==> src/rtl/prec_conv_stream_pkg.sv <==
// Shared types and helpers for the precision-converter stream.
// dconf_t describes a fixed-point format: .prec is the bit width, .sign selects
// two's-complement interpretation. conf_max/conf_min give the representable
// range of a format as a wide signed value, so comparisons never overflow.
package prec_conv_stream_pkg;

  typedef struct packed {
    logic       sign;
    logic [7:0] prec;
  } dconf_t;

  localparam dconf_t DEF_DCONF_INT  = '{sign: 1'b1, prec: 8'd8};
  localparam dconf_t DEF_DCONFL_INT = '{sign: 1'b1, prec: 8'd16};

  // Wide enough to hold any 64-bit signed or unsigned value plus a guard bit.
  localparam int unsigned LimW = 66;
  typedef logic signed [LimW-1:0] lim_t;

  function automatic lim_t conf_max(dconf_t c);
    lim_t one;
    one = lim_t'(1);
    if (c.sign) return (one << (c.prec - 8'd1)) - one;
    else        return (one << c.prec) - one;
  endfunction

  function automatic lim_t conf_min(dconf_t c);
    lim_t one;
    one = lim_t'(1);
    if (c.sign) return -(one << (c.prec - 8'd1));
    else        return '0;
  endfunction

endpackage

==> src/rtl/prec_conv_stream_if.sv <==
// Valid/ready stream bundle for prec_conv_stream.
//   in_*  : upstream beat (LANES lanes of I_PREC bits) and its ready
//   out_* : converted beat (LANES lanes of O_PREC bits), per-lane overflow flags
// master: the side that produces input beats and consumes output beats.
// slave : the converter itself.
interface prec_conv_stream_if #(
  parameter int unsigned LANES  = 4,
  parameter int unsigned I_PREC = 8,
  parameter int unsigned O_PREC = 16
);
  logic [LANES*I_PREC-1:0] in_data;
  logic                    in_valid;
  logic                    in_ready;
  logic [LANES*O_PREC-1:0] out_data;
  logic                    out_valid;
  logic                    out_ready;
  logic [LANES-1:0]        out_ovf;

  modport master (
    output in_data, in_valid, out_ready,
    input  in_ready, out_data, out_valid, out_ovf
  );

  modport slave (
    input  in_data, in_valid, out_ready,
    output in_ready, out_data, out_valid, out_ovf
  );
endinterface

==> src/rtl/prec_conv_lane.sv <==
// Single-lane combinational fixed-point converter.
//   val_i : input value in I_CONF format
//   val_o : value in O_CONF format (clamped when SAT_EN, else low bits kept)
//   ovf_o : input was outside the representable output range
module prec_conv_lane
  import prec_conv_stream_pkg::*;
#(
  parameter dconf_t      I_CONF = DEF_DCONF_INT,
  parameter dconf_t      O_CONF = DEF_DCONFL_INT,
  parameter bit          SAT_EN = 1'b1,
  parameter int unsigned I_PREC = I_CONF.prec,
  parameter int unsigned O_PREC = O_CONF.prec
) (
  input  logic [I_PREC-1:0] val_i,
  output logic [O_PREC-1:0] val_o,
  output logic              ovf_o
);

  localparam lim_t Hi = conf_max(O_CONF);
  localparam lim_t Lo = conf_min(O_CONF);

  lim_t val;
  logic over;
  logic under;

  always_comb begin
    // Bring the input into the wide signed domain so range checks are exact.
    if (I_CONF.sign) val = lim_t'({{(LimW-I_PREC){val_i[I_PREC-1]}}, val_i});
    else             val = lim_t'({{(LimW-I_PREC){1'b0}}, val_i});
    over  = (val > Hi);
    under = (val < Lo);
    ovf_o = over | under;
    val_o = val[O_PREC-1:0];
    if (SAT_EN) begin
      if (over)       val_o = Hi[O_PREC-1:0];
      else if (under) val_o = Lo[O_PREC-1:0];
    end
  end

endmodule

==> src/rtl/prec_conv_stream.sv <==
// Multi-lane pipelined precision converter with a 2-entry output buffer.
//   clk, reset_ : clock, asynchronous active-low reset
//   s           : stream bundle (slave side); conversion happens at push time
//   sat_cnt     : saturating count of lane overflow events on pushed beats
//   cnt_clr     : synchronous clear of sat_cnt, wins over same-edge events
module prec_conv_stream
  import prec_conv_stream_pkg::*;
#(
  parameter dconf_t      I_CONF = DEF_DCONF_INT,
  parameter dconf_t      O_CONF = DEF_DCONFL_INT,
  parameter int unsigned LANES  = 4,
  parameter bit          SAT_EN = 1'b1,
  parameter int unsigned CNT_W  = 16,
  parameter int unsigned I_PREC = I_CONF.prec,
  parameter int unsigned O_PREC = O_CONF.prec
) (
  input  logic               clk,
  input  logic               reset_,
  prec_conv_stream_if.slave  s,
  output logic [CNT_W-1:0]   sat_cnt,
  input  logic               cnt_clr
);

  localparam int unsigned      SumW   = CNT_W + $clog2(LANES + 1);
  localparam logic [CNT_W-1:0] CntMax = '1;

  logic [LANES*O_PREC-1:0] conv_data;
  logic [LANES-1:0]        conv_ovf;

  for (genvar i = 0; i < LANES; i++) begin : g_lane
    prec_conv_lane #(
      .I_CONF (I_CONF),
      .O_CONF (O_CONF),
      .SAT_EN (SAT_EN)
    ) u_lane (
      .val_i (s.in_data[i*I_PREC +: I_PREC]),
      .val_o (conv_data[i*O_PREC +: O_PREC]),
      .ovf_o (conv_ovf[i])
    );
  end

  logic [LANES*O_PREC-1:0] data_q [2];
  logic [LANES*O_PREC-1:0] data_d [2];
  logic [LANES-1:0]        ovf_q  [2];
  logic [LANES-1:0]        ovf_d  [2];
  logic                    wr_ptr_q, wr_ptr_d;
  logic                    rd_ptr_q, rd_ptr_d;
  logic [1:0]              count_q, count_d;
  logic                    in_ready_q, in_ready_d;
  logic [CNT_W-1:0]        sat_cnt_q, sat_cnt_d;
  logic [SumW-1:0]         sum;
  logic                    push;
  logic                    pop;

  assign push = s.in_valid & in_ready_q;
  assign pop  = (count_q != 2'd0) & s.out_ready;

  always_comb begin
    data_d   = data_q;
    ovf_d    = ovf_q;
    wr_ptr_d = wr_ptr_q;
    rd_ptr_d = rd_ptr_q;
    count_d  = count_q;
    if (push) begin
      data_d[wr_ptr_q] = conv_data;
      ovf_d[wr_ptr_q]  = conv_ovf;
      wr_ptr_d         = ~wr_ptr_q;
    end
    if (pop) rd_ptr_d = ~rd_ptr_q;
    unique case ({push, pop})
      2'b10:   count_d = count_q + 2'd1;
      2'b01:   count_d = count_q - 2'd1;
      default: count_d = count_q;
    endcase
    // Registered ready: decided one cycle ahead from the next occupancy, so
    // there is no combinational path from out_ready to in_ready.
    in_ready_d = (count_d != 2'd2);
  end

  always_comb begin
    sum = SumW'(sat_cnt_q);
    for (int i = 0; i < LANES; i++) sum = sum + SumW'(conv_ovf[i]);
    sat_cnt_d = sat_cnt_q;
    if (cnt_clr)   sat_cnt_d = '0;
    else if (push) sat_cnt_d = (sum > SumW'(CntMax)) ? CntMax : sum[CNT_W-1:0];
  end

  always_ff @(posedge clk or negedge reset_) begin
    if (!reset_) begin
      for (int i = 0; i < 2; i++) begin
        data_q[i] <= '0;
        ovf_q[i]  <= '0;
      end
      wr_ptr_q   <= 1'b0;
      rd_ptr_q   <= 1'b0;
      count_q    <= 2'd0;
      in_ready_q <= 1'b0;
      sat_cnt_q  <= '0;
    end else begin
      data_q     <= data_d;
      ovf_q      <= ovf_d;
      wr_ptr_q   <= wr_ptr_d;
      rd_ptr_q   <= rd_ptr_d;
      count_q    <= count_d;
      in_ready_q <= in_ready_d;
      sat_cnt_q  <= sat_cnt_d;
    end
  end

  assign s.in_ready  = in_ready_q;
  assign s.out_valid = (count_q != 2'd0);
  assign s.out_data  = s.out_valid ? data_q[rd_ptr_q] : '0;
  assign s.out_ovf   = s.out_valid ? ovf_q[rd_ptr_q] : '0;
  assign sat_cnt     = sat_cnt_q;

endmodule

==> src/flat_wrapper.sv <==
// flat-port wrapper written by rule: the top's interface ports become plain ports
module prec_conv_stream_flat import prec_conv_stream_pkg::*;
#(
  parameter dconf_t      I_CONF = DEF_DCONF_INT,
  parameter dconf_t      O_CONF = DEF_DCONFL_INT,
  parameter int unsigned LANES  = 4,
  parameter bit          SAT_EN = 1'b1,
  parameter int unsigned CNT_W  = 16,
  parameter int unsigned I_PREC = I_CONF.prec,
  parameter int unsigned O_PREC = O_CONF.prec
)
  (clk, reset_, sat_cnt, cnt_clr, s_in_data, s_in_valid, s_out_ready, s_in_ready, s_out_data, s_out_valid, s_out_ovf);
  prec_conv_stream_if #(.LANES(LANES), .I_PREC(I_PREC), .O_PREC(O_PREC)) s_i ();
  input  logic clk;
  input  logic reset_;
  output logic [CNT_W-1:0] sat_cnt;
  input  logic cnt_clr;
  input wire logic [$bits(s_i.in_data)-1:0] s_in_data;
  input wire logic [$bits(s_i.in_valid)-1:0] s_in_valid;
  input wire logic [$bits(s_i.out_ready)-1:0] s_out_ready;
  output wire logic [$bits(s_i.in_ready)-1:0] s_in_ready;
  output wire logic [$bits(s_i.out_data)-1:0] s_out_data;
  output wire logic [$bits(s_i.out_valid)-1:0] s_out_valid;
  output wire logic [$bits(s_i.out_ovf)-1:0] s_out_ovf;
  assign s_i.in_data = s_in_data;
  assign s_i.in_valid = s_in_valid;
  assign s_i.out_ready = s_out_ready;
  assign s_in_ready = s_i.in_ready;
  assign s_out_data = s_i.out_data;
  assign s_out_valid = s_i.out_valid;
  assign s_out_ovf = s_i.out_ovf;
  prec_conv_stream #(.I_CONF(I_CONF), .O_CONF(O_CONF), .LANES(LANES), .SAT_EN(SAT_EN), .CNT_W(CNT_W), .I_PREC(I_PREC), .O_PREC(O_PREC)) u_core (.clk(clk), .reset_(reset_), .s(s_i), .sat_cnt(sat_cnt), .cnt_clr(cnt_clr));
endmodule
==> config.mk <==
export PLATFORM = sky130hd
export DESIGN_NAME = prec_conv_stream_flat
export DESIGN_NICKNAME = d
export VERILOG_FILES = /design/src/rtl/prec_conv_stream_pkg.sv /design/src/rtl/prec_conv_stream_if.sv /design/src/rtl/prec_conv_lane.sv /design/src/rtl/prec_conv_stream.sv /design/src/flat_wrapper.sv
export SDC_FILE = /design/constraint.sdc
export NUM_CORES = 1
export LEC_CHECK = 0
export CAP_MARGIN = 20
export CORE_MARGIN = 2
export CORE_UTILIZATION = 30
export CTS_BUF_LIST = sky130_fd_sc_hd__clkbuf_8
export CTS_CLUSTER_SIZE = 25
export DETAILED_ROUTE_END_ITERATION = 12
export MAX_ROUTING_LAYER = met4
export PLACE_DENSITY_LB_ADDON = 0.25
export SYNTH_ARGS = -nofsm -noshare
export SYNTH_HDL_FRONTEND = slang
export SYNTH_SLANG_ARGS = --single-unit
export TNS_END_PERCENT = 20
==> constraint.sdc <==
create_clock -name clk -period 2.17 [get_ports clk]
set_clock_uncertainty 0.15 [all_clocks]
set_input_delay 0.434 -clock clk [delete_from_list [all_inputs] [get_ports clk]]
set_output_delay 0.434 -clock clk [all_outputs]
set_load 0.02 [all_outputs]
==> metrics.txt <==
outcome finished, violations left; failing checks setup timing; initial core utilization 0.309; Worst Path Buf+Inv 2; Slew Viols, Final 0; clock share of power 0.124; Yosys warnings 0; Levels on crit path 4; Hold Fails Final Rpt 0; largest net degree at the start of global routing 38; Post-synth top flop dfrtp_1; Hold Path Class reg2reg; gr usage total 0.161; number of global-route vias before repair between 4000 and 5000; Tmin final 2.20 ns; die height 140 µm; worst slew pin tran slightly below 0.7 ns; Top delay family on crit path flip-flops; top post-synthesis cells by area dfrtp_1 (45%), nand2_1 (15%), mux2i_1 (7.7%); cell count after synthesis 653; Rel. slew slack 0.549; CP max stage cell dfrtp_2; total core area approximately 18000 µm²; register share of total power 0.304; total global routing overflow 0; Worst VDD drop around 0.91 mV; sw frac 0.447; Yosys cell types 61; initial antenna violation count 0; FF+latch count, synth 101; RSZ-0062 raised after global routing yes; Remaining DRCs 0; sequential fraction of the synthesis area 0.453; Die W 140 µm; boundary pin count ~120; area grow syn2layout 30.7%; CTS Sinks 101; pwr dens 1390 nW/µm²; later-pin clock latency in the skew report 0.38 ns; Post-synth EDFFs 0; vias per cell approximately 4.7; Crit Path Max Fanout 8; R2R cell count 8; CP cell instances buf_4 > mux2i_2 > nor2_4 > buf_2; total power 0.0101 W; combinational power share 0.572; Clock transition at path regs 0.10 ns; Int Power ~0.0056 W; Fin Hold WS 0.329 ns; Critical Setup Path Class reg2out; diode count 0; Post-synth top cells nand2_1 (227), dfrtp_1 (101), nor2_1 (65), mux2i_1 (43), buf_4 (29); pre-CTS setup slack -0.113 ns; setup TNS -0.211 ns; WL/cell 15.0 µm; GPL Wtd Cong 0.810; final worst slack -0.0345 ns; Avg Cell Area, Syn 8.55 µm²; nets@finish ~800; Sw Pwr 0.00453 W; row count between 40 and 50; FFs w/ async S/R, synth 1.00; first-pass GRT wire length 24700 µm; reg2reg setup slack 0.13 ns; Iteration-0 DRC Markers 228; hold path depth 2; drt first pass iters 4; setup violators final 12; Worst EP arrival 1.62 ns; critical path data required time 1.59 ns; fill cell count 1816; Tcrit/Tclk final 1.02; CTS max path bufs 2; share of the synthesized area in the top cell type 0.453; Detail Route Antenna Nets 0; Setup crit start kind register; max-cap viol count 0; Die ar. 19700 µm²; hpwl dp 10000 µm; port bufs between 100 and 150; Setup crit end kind output port; CTS buffer count 9; area leader, netlist dfrtp_1; max frequency 454 MHz; final wirelength 15000 µm; TritonCTS clock tree built; count leader, synth nand2_1; largest stage delay on the critical path slightly below 0.5 ns; ratio of cells with drive above 1 in the final layout 0.199; CTS H-tree depth 3; Root Driver clkbuf_8; via count 4756; synthesized area 5590 µm²; P_leak 3.63 nW
[routing by layer]
metal / wire [µm] / vias up / global-route usage
met5: 0 / - / -
met1: 7020 / 2270 / 0.206
met2: 6960 / 127 / 0.259
met3: 892 / 18 / 0.0407
li1: - / 2341 / -
met4: 162 / 0 / 0.0356
[final timing paths]
check / from / to
max: u_core.rd_ptr_q / s_out_data[13]
min: u_core.data_q[64] / u_core.data_q[64]
max reg2reg: u_core.count_q[1] / u_core.s.in_ready
min reg2reg: u_core.data_q[64] / u_core.data_q[64]
max in group asynchronous: reset_ / u_core.ovf_q[6]
min in group asynchronous: reset_ / u_core.data_q[35]
[registers in the layout, summed over array words and instances (netlist names)]
name and flops:
u_core.data_q 72, u_core.sat_cnt 16, u_core.ovf_q 8, u_core.count_q 2, u_core.rd_ptr_q 1, u_core.s.in_ready 1
u_core.wr_ptr_q 1
[power by group through the flow]
| stage | Clock (W) | Combinational (W) | Sequential [W] |
|---|---|---|---|
| 6_report | 0.00125 | 0.00580 | 0.00308 |
| 5_1_grt | 0.00139 | 0.00634 | 0.00318 |
| 4_1_cts | 0.00132 | 0.00563 | 0.00306 |
| 3_5_place_dp | 0 | 0.00585 | 0.00308 |
| 3_3_place_gp | 0 | 0.00578 | 0.00312 |
| 2_1_floorplan | 0 | 0.00372 | 0.00296 |
[placed cells by master, fill, tap and decap left out, drive strengths merged, types with 7 or more instances in the layout]
cell type / n
a21oi: 7
xnor2: 7
o21ai: 7
nor2: 65
inv: 12
and2: 7
mux2i: 43
clkdlybuf4s50: 50
buf: 109
nand2: 227
a211oi: 7
dfrtp: 101
clkbuf: 12
xor2: 7
nor4: 7
nor3: 7
nand3: 12
nor2b: 7
[layout make-up]
type / instances / area [µm²] / share of cell area
Sequential cell: 101 / 2530 / 0.346
Clock inverter: 6 / 70.1 / 0.00960
Multi-Input combinational cell: 479 / 2740 / 0.376
Inverter: 10 / 37.5 / 0.00514
Timing Repair Buffer: 169 / 1510 / 0.207
Tap cell: 229 / 287 / 0.0392
Clock buffer: 9 / 124 / 0.0170
[through the flow]
step	instance area (µm²)	util	instances
after floorplan	5600	-	655
after global placement	7090	0.392	976
after detailed placement	7090	0.392	976
after CTS	7190	0.398	999
after global routing	7300	0.404	1003
final	7300	0.404	1003
[tightest hold or removal path, stage by stage, from the launching register on]
cell and delay, ns:
dfrtp_1 0.35, nand2_1 0.05, nand2_1 0.05
[logic make-up (layout without fill, tap and decap cells)]
logic type	Yosys count	after routing	share of synthesized area
AND/OR/NAND/NOR	359	359	0.278
other	2	4	0.00134
multiplexers	44	44	0.0797
buffers and inverters	75	194	0.0733
XOR/XNOR	14	14	0.0220
flip-flops	101	101	0.453
adder cells (fa/ha/maj)	8	8	0.0206
AO/OA/AOI/OAI	50	50	0.0730
[timing repair]
item	4_1_cts	5_1_grt
endpoints found under the setup margin	69	72
pin swaps	4	4
cloned	1	0
resized for setup	287	42
buffers inserted	6	4
hold buffers	1	0
hold endpoints to repair	30	0
Note: power is estimated with default switching activity, not from simulation.
